<file path="src/rtl/conv_window_gen.sv">
// Streaming 3x3 window generator: two line buffers plus a 3x3 shift register turn a
// raster pixel stream into valid-only windows (no border padding), one cycle after the pixel.
module conv_window_gen #(
    parameter int DATA_WIDTH = 8,
    parameter int IMG_WIDTH  = 32,
    parameter int IMG_HEIGHT = 32
) (
    input  logic                      clk,
    input  logic                      rst,
    input  logic [DATA_WIDTH-1:0]     pix_in,
    input  logic                      pix_valid_in,
    input  logic                      sof_in,
    output logic [9*DATA_WIDTH-1:0]   window_out,
    output logic                      window_valid_out,
    output logic                      frame_done_out
);

    localparam int COL_W = (IMG_WIDTH  > 1) ? $clog2(IMG_WIDTH)  : 1;
    localparam int ROW_W = (IMG_HEIGHT > 1) ? $clog2(IMG_HEIGHT) : 1;
    localparam logic [COL_W-1:0] COL_LAST = COL_W'(IMG_WIDTH - 1);
    localparam logic [ROW_W-1:0] ROW_LAST = ROW_W'(IMG_HEIGHT - 1);
    localparam logic [COL_W-1:0] COL_TWO  = COL_W'(2);
    localparam logic [ROW_W-1:0] ROW_TWO  = ROW_W'(2);

    logic [COL_W-1:0]      col;
    logic [ROW_W-1:0]      row;
    logic [COL_W-1:0]      pos_col;
    logic [ROW_W-1:0]      pos_row;
    logic [COL_W-1:0]      col_next;
    logic [ROW_W-1:0]      row_next;
    logic                  emit;
    logic                  last_pix;

    // line_old holds row r-2, line_mid holds row r-1 at each column
    logic [DATA_WIDTH-1:0] line_old [IMG_WIDTH];
    logic [DATA_WIDTH-1:0] line_mid [IMG_WIDTH];

    logic [DATA_WIDTH-1:0] tap         [3];
    logic [DATA_WIDTH-1:0] win_sr      [3][3];
    logic [DATA_WIDTH-1:0] win_sr_next [3][3];
    logic [9*DATA_WIDTH-1:0] win_flat;

    // A start-of-frame pixel is always (0,0), whatever the counters say
    always_comb begin
        pos_col = sof_in ? '0 : col;
        pos_row = sof_in ? '0 : row;
    end

    always_comb begin
        last_pix = (pos_col == COL_LAST) && (pos_row == ROW_LAST);
        emit     = pix_valid_in && (pos_col >= COL_TWO) && (pos_row >= ROW_TWO);
    end

    always_comb begin
        col_next = pos_col + COL_W'(1);
        row_next = pos_row;
        if (last_pix) begin
            col_next = '0;
            row_next = '0;
        end else if (pos_col == COL_LAST) begin
            col_next = '0;
            row_next = pos_row + ROW_W'(1);
        end
    end

    always_comb begin
        tap[0] = line_old[pos_col];
        tap[1] = line_mid[pos_col];
        tap[2] = pix_in;
    end

    // Windows only fire at col >= 2, so by then the shift register has been
    // refilled with three columns of the current row and never spans a row wrap.
    always_comb begin
        win_sr_next = '{default: '0};
        for (int i = 0; i < 3; i++) begin
            win_sr_next[i][0] = win_sr[i][1];
            win_sr_next[i][1] = win_sr[i][2];
            win_sr_next[i][2] = tap[i];
        end
    end

    always_comb begin
        win_flat = '0;
        for (int i = 0; i < 3; i++) begin
            for (int j = 0; j < 3; j++) begin
                win_flat[(3*i+j)*DATA_WIDTH +: DATA_WIDTH] = win_sr_next[i][j];
            end
        end
    end

    always_ff @(posedge clk) begin
        if (rst) begin
            col              <= '0;
            row              <= '0;
            win_sr           <= '{default: '0};
            window_out       <= '0;
            window_valid_out <= 1'b0;
            frame_done_out   <= 1'b0;
        end else begin
            window_valid_out <= emit;
            frame_done_out   <= emit && last_pix;
            if (pix_valid_in) begin
                col    <= col_next;
                row    <= row_next;
                win_sr <= win_sr_next;
            end
            if (emit) begin
                window_out <= win_flat;
            end
        end
    end

    // Line buffers are not reset; rows 0..1 of every frame rewrite them before use
    always_ff @(posedge clk) begin
        if (pix_valid_in && !rst) begin
            line_old[pos_col] <= line_mid[pos_col];
            line_mid[pos_col] <= pix_in;
        end
    end

endmodule
</file>
<file path="config.mk">
export PLATFORM = sky130hd
export DESIGN_NAME = conv_window_gen
export DESIGN_NICKNAME = d
export VERILOG_FILES = /design/src/rtl/conv_window_gen.sv
export SDC_FILE = /design/constraint.sdc
export NUM_CORES = 1
export LEC_CHECK = 0
export ABC_AREA = 1
export BUFFER_PORTS_ARGS = -buffer_cell sky130_fd_sc_hd__buf_2
export CAP_MARGIN = 20
export CORE_UTILIZATION = 64
export CTS_BUF_LIST = sky130_fd_sc_hd__clkbuf_2 sky130_fd_sc_hd__clkbuf_4 sky130_fd_sc_hd__clkbuf_8
export CTS_CLUSTER_DIAMETER = 60
export DETAILED_ROUTE_END_ITERATION = 10
export HOLD_SLACK_MARGIN = 0.08
export PLACE_DENSITY = 0.83
export SETUP_SLACK_MARGIN = 0.5
export SKIP_CTS_REPAIR_TIMING = 1
export SYNTH_ARGS = -nofsm -noshare
export SYNTH_HDL_FRONTEND = slang
export SYNTH_SLANG_ARGS = --single-unit
</file>
<file path="constraint.sdc">
create_clock -name clk -period 3.4 [get_ports clk]
set_input_delay 0.51 -clock clk [delete_from_list [all_inputs] [get_ports clk]]
set_output_delay 0.51 -clock clk [all_outputs]
set_load 0.05 [all_outputs]
</file>
==> impl_summary.txt <==
----------------------------------------------------
[Final layout]
  Post-layout instance area ... 0.0296 mm2
  Antenna diodes ... 0
  Ratio of cells with drive above 1 in the final layout ... 14.3%
  Share of the core filled with cells in the final layout ... 74.2%
  Final cell count without fillers ... 3293
  Nets ... 2716
  Area grow syn2layout ... 13.9%

[Critical path]
  Critical Path Fanout Max ... 18
  Peak per-stage delay on the critical path ... 0.49 ns
  Critical setup path kind ... flop to flop
  Endpoint required time on the critical path ... 3.79 ns
  Worst path slowest cell ... dfxtp_1
  Crit. End Element ... flop
  CP Launch Type ... flop
  Chain of cells forming the critical path ... inv_2 -> nor2_4 -> buf_4 -> nor2_2 -> buf_4 -> nand2_1 -> nand2_1 -> nor2_2 -> nand3_1 -> buf_4
  Most numerous cell on the critical path ... buf_4
  Arr. time, crit path ... 3.22 ns

[Power]
  Clock share of power ... 40.4%
  Power per unit of standard cell area ... 541 mW/mm2
  Internal power consumption ... 12.4 mW
  Share of power burned in combinational logic ... 5.5%
  Net switching power ... 3.60 mW
  Sw Ratio ... 22.5%
  Proportion of power drawn by flip-flops and latches ... 54.1%
  Peak supply drop ... 0.407 mV
  Standby leakage power ... 12.2 nW
  Pwr Total ... 16.0 mW

[Global route]
  Global route total overflow ... 0
  Vias in the first global route ... 18.7k
  Initial antenna violation count ... 1
  First-pass GRT wire length ... 105000 um
  Total track usage ... 34.0%
  Pin count of the biggest net entering global routing ... 92

[Detailed routing]
  Post-detailed-route DRC marker count ... 0
  DR vias/cell ... 5.90
  Count of routing violations after the opening detailed-route iteration ... 3016
  DR vias ... 19.4k
  Antenna Violating Nets Remaining ... 0
  Number of iterations in the first detailed-routing pass ... 10
  WL/cell ... 21.1 um
  Routed WL ... 69600 um

[Floorplan]
  Die outline width ... 203 um
  Area enclosed by the die boundary ... 0.0414 mm2
  Area inside the core boundary ... 0.0399 mm2
  Initial Utilization ... 65.1%
  I/O pin total ... 86
  Site Rows ... 73
  Die height ... 203 um

[Synthesis]
  Seq cells post-synth ... 644
  Synth top area cells ... edfxtp_1, dfxtp_1, nand2_1
  Post-Syn Area ... 0.0260 mm2
  Synth warn ... 0
  Async S/R FF share, synth ... 0%
  Syn avg cell area ... 10.3 um2
  Commonest cells in the netlist ... nand2_1, edfxtp_1, nand3_1, inv_1, nor2_1
  Synthesized Nets ... 2534
  Count of cell types in the netlist ... 27
  Sequential share of the synthesized area ... 69.3%
  Post-synth top area share ... 59.2%
  Yosys top cell by area ... edfxtp_1
  Number of synthesized flops with an enable pin ... 512
  Top_reg_cell synth ... edfxtp_1
  Instance count of the mapped netlist ... 2517
  Count leader, synth ... nand2_1

[Clocking]
  CTS H-Tree Depth ... 3
  Num Clock Sinks ... 644
  Clock tree root driver cell ... clkbuf_8
  Number of buffers between clock root and the deepest sink ... 3
  Clock slew seen by the registers of the worst setup and hold paths ... 0.06 ns
  Skew-Pair Late Insertion Delay ... 0.69 ns
  Clock tree from TritonCTS ... yes
  TritonCTS buffer count ... 100

[STA]
  Fin worst setup slack ... 0.565 ns
  Post-route setup TNS ... 0 ns
  Period utilization ... 83.4%
  Slew at the pin closest to its max-slew limit ... 0.942 ns
  Setup clock skew after layout ... 0.0510 ns
  Worst hold slack ... 0.386 ns
  Setup repair after global routing missed its margin ... false
  Maximum clock frequency ... 353 MHz
  Endpoints failing hold ... 0
  Worst slew margin ... 37.2%
  Final number of setup-violating endpoints ... 0
  Final Critical Period ... 2.84 ns
  Number of slew-limit violations in the final report ... 0

[Placement]
  HPWL Detailed ... 42200 um
  Number of instances in the placed design ... 3118
  Routability congestion estimate ... 0.941
  Setup slack after placement ... 0.172 ns
  Post-Place Cell Area ... 0.0276 mm2
  Buffers added on ports ... 85

[Status]
  Outcome ... finished clean

[Flow run]
  Number of maximum-capacitance constraint violations ... 0

[Worst hold path]
  Type of the most critical hold path ... primary input to flop

----------------------------------------------------
-- logic make-up (layout without fill, tap and decap cells) --
| family | after synthesis | after routing | synth area share (%) |
|---|---|---|---|
| AND/OR/NAND/NOR | 1228 | 1228 | 19.6 |
| flip-flops | 644 | 644 | 69.3 |
| buffers and inverters | 418 | 669 | 6.52 |
| AO/OA/AOI/OAI | 220 | 220 | 4.26 |
| adder cells (fa/ha/maj) | 5 | 5 | 0.241 |
| XOR/XNOR | 2 | 2 | 0.0674 |
-- state kept, by name, indices dropped and copies added (netlist names) --
register / count
frame_done_out: 1
window_valid_out: 1
line_mid: 256
col: 5
win_flat: 48
line_old: 256
window_out: 72
row: 5
-- worst max-delay path, delay by kind of cell, from the launching register on --
family | cells | cell delay (ns)
buf+inv | 4 | 0.99
flops | 1 | 0.49
simple gates | 6 | 1.05
-- layout make-up --
class | instances | area [um2]
Sequential cell | 644 | 18000
Fill cell | 2450 | 10300
Multi-Input combinational cell | 1455 | 6300
Clock buffer | 151 | 1830
Timing Repair Buffer | 206 | 1550
Inverter | 292 | 1100
Tap cell | 525 | 657
Clock inverter | 20 | 156
-- layer usage --
metal / share of wire [%] / routed length [um] / global-route usage [%] / up-vias
li1: - / - / - / 8669
met1: 35 / 24600 / 43.4 / 9044
met2: 45 / 31600 / 52.8 / 1409
met3: 14 / 9450 / 9.83 / 314
met4: 5.5 / 3850 / 18.7 / 2
met5: 0.012 / 8 / 0 / -
-- cell usage in the layout (no fill, tap or decap), drive strengths merged --
master and instances:
ha 5, nand3 291, edfxtp 512, o21ai 113
nand2 664, nor3 2, or2 11, a21oi 106
nand4 15, inv 290, nor2 245, dfxtp 132
clkinv 16, xor2 2, bufinv 2, clkbuf 151
clkinvlp 4, buf 206, a31oi 1
-- final timing paths --
path,from,to,slack [ns],cells past startpoint
worst min-delay path,rst,window_valid_out$_SDFF_PP0_,0.39,2
worst max-delay path,col[2]$_SDFFE_PP0P_,line_old[4][7]$_DFFE_PP_,0.56,10
worst max register to register,col[2]$_SDFFE_PP0P_,line_old[4][7]$_DFFE_PP_,0.56,10
worst min register to register,row[2]$_SDFFE_PP0P_,row[2]$_SDFFE_PP0P_,0.47,2
-- power groups by stage --
stage	combinational [mW]	clock [mW]	sequential, mW
5_1_grt	0.938	6.84	8.66
2_1_floorplan	0.457	0	8.81
6_report	0.883	6.47	8.66
4_1_cts	0.845	6.50	8.65
3_5_place_dp	0.838	0	8.82
3_3_place_gp	0.808	0	8.82
Power figures use the tool's default switching activity.
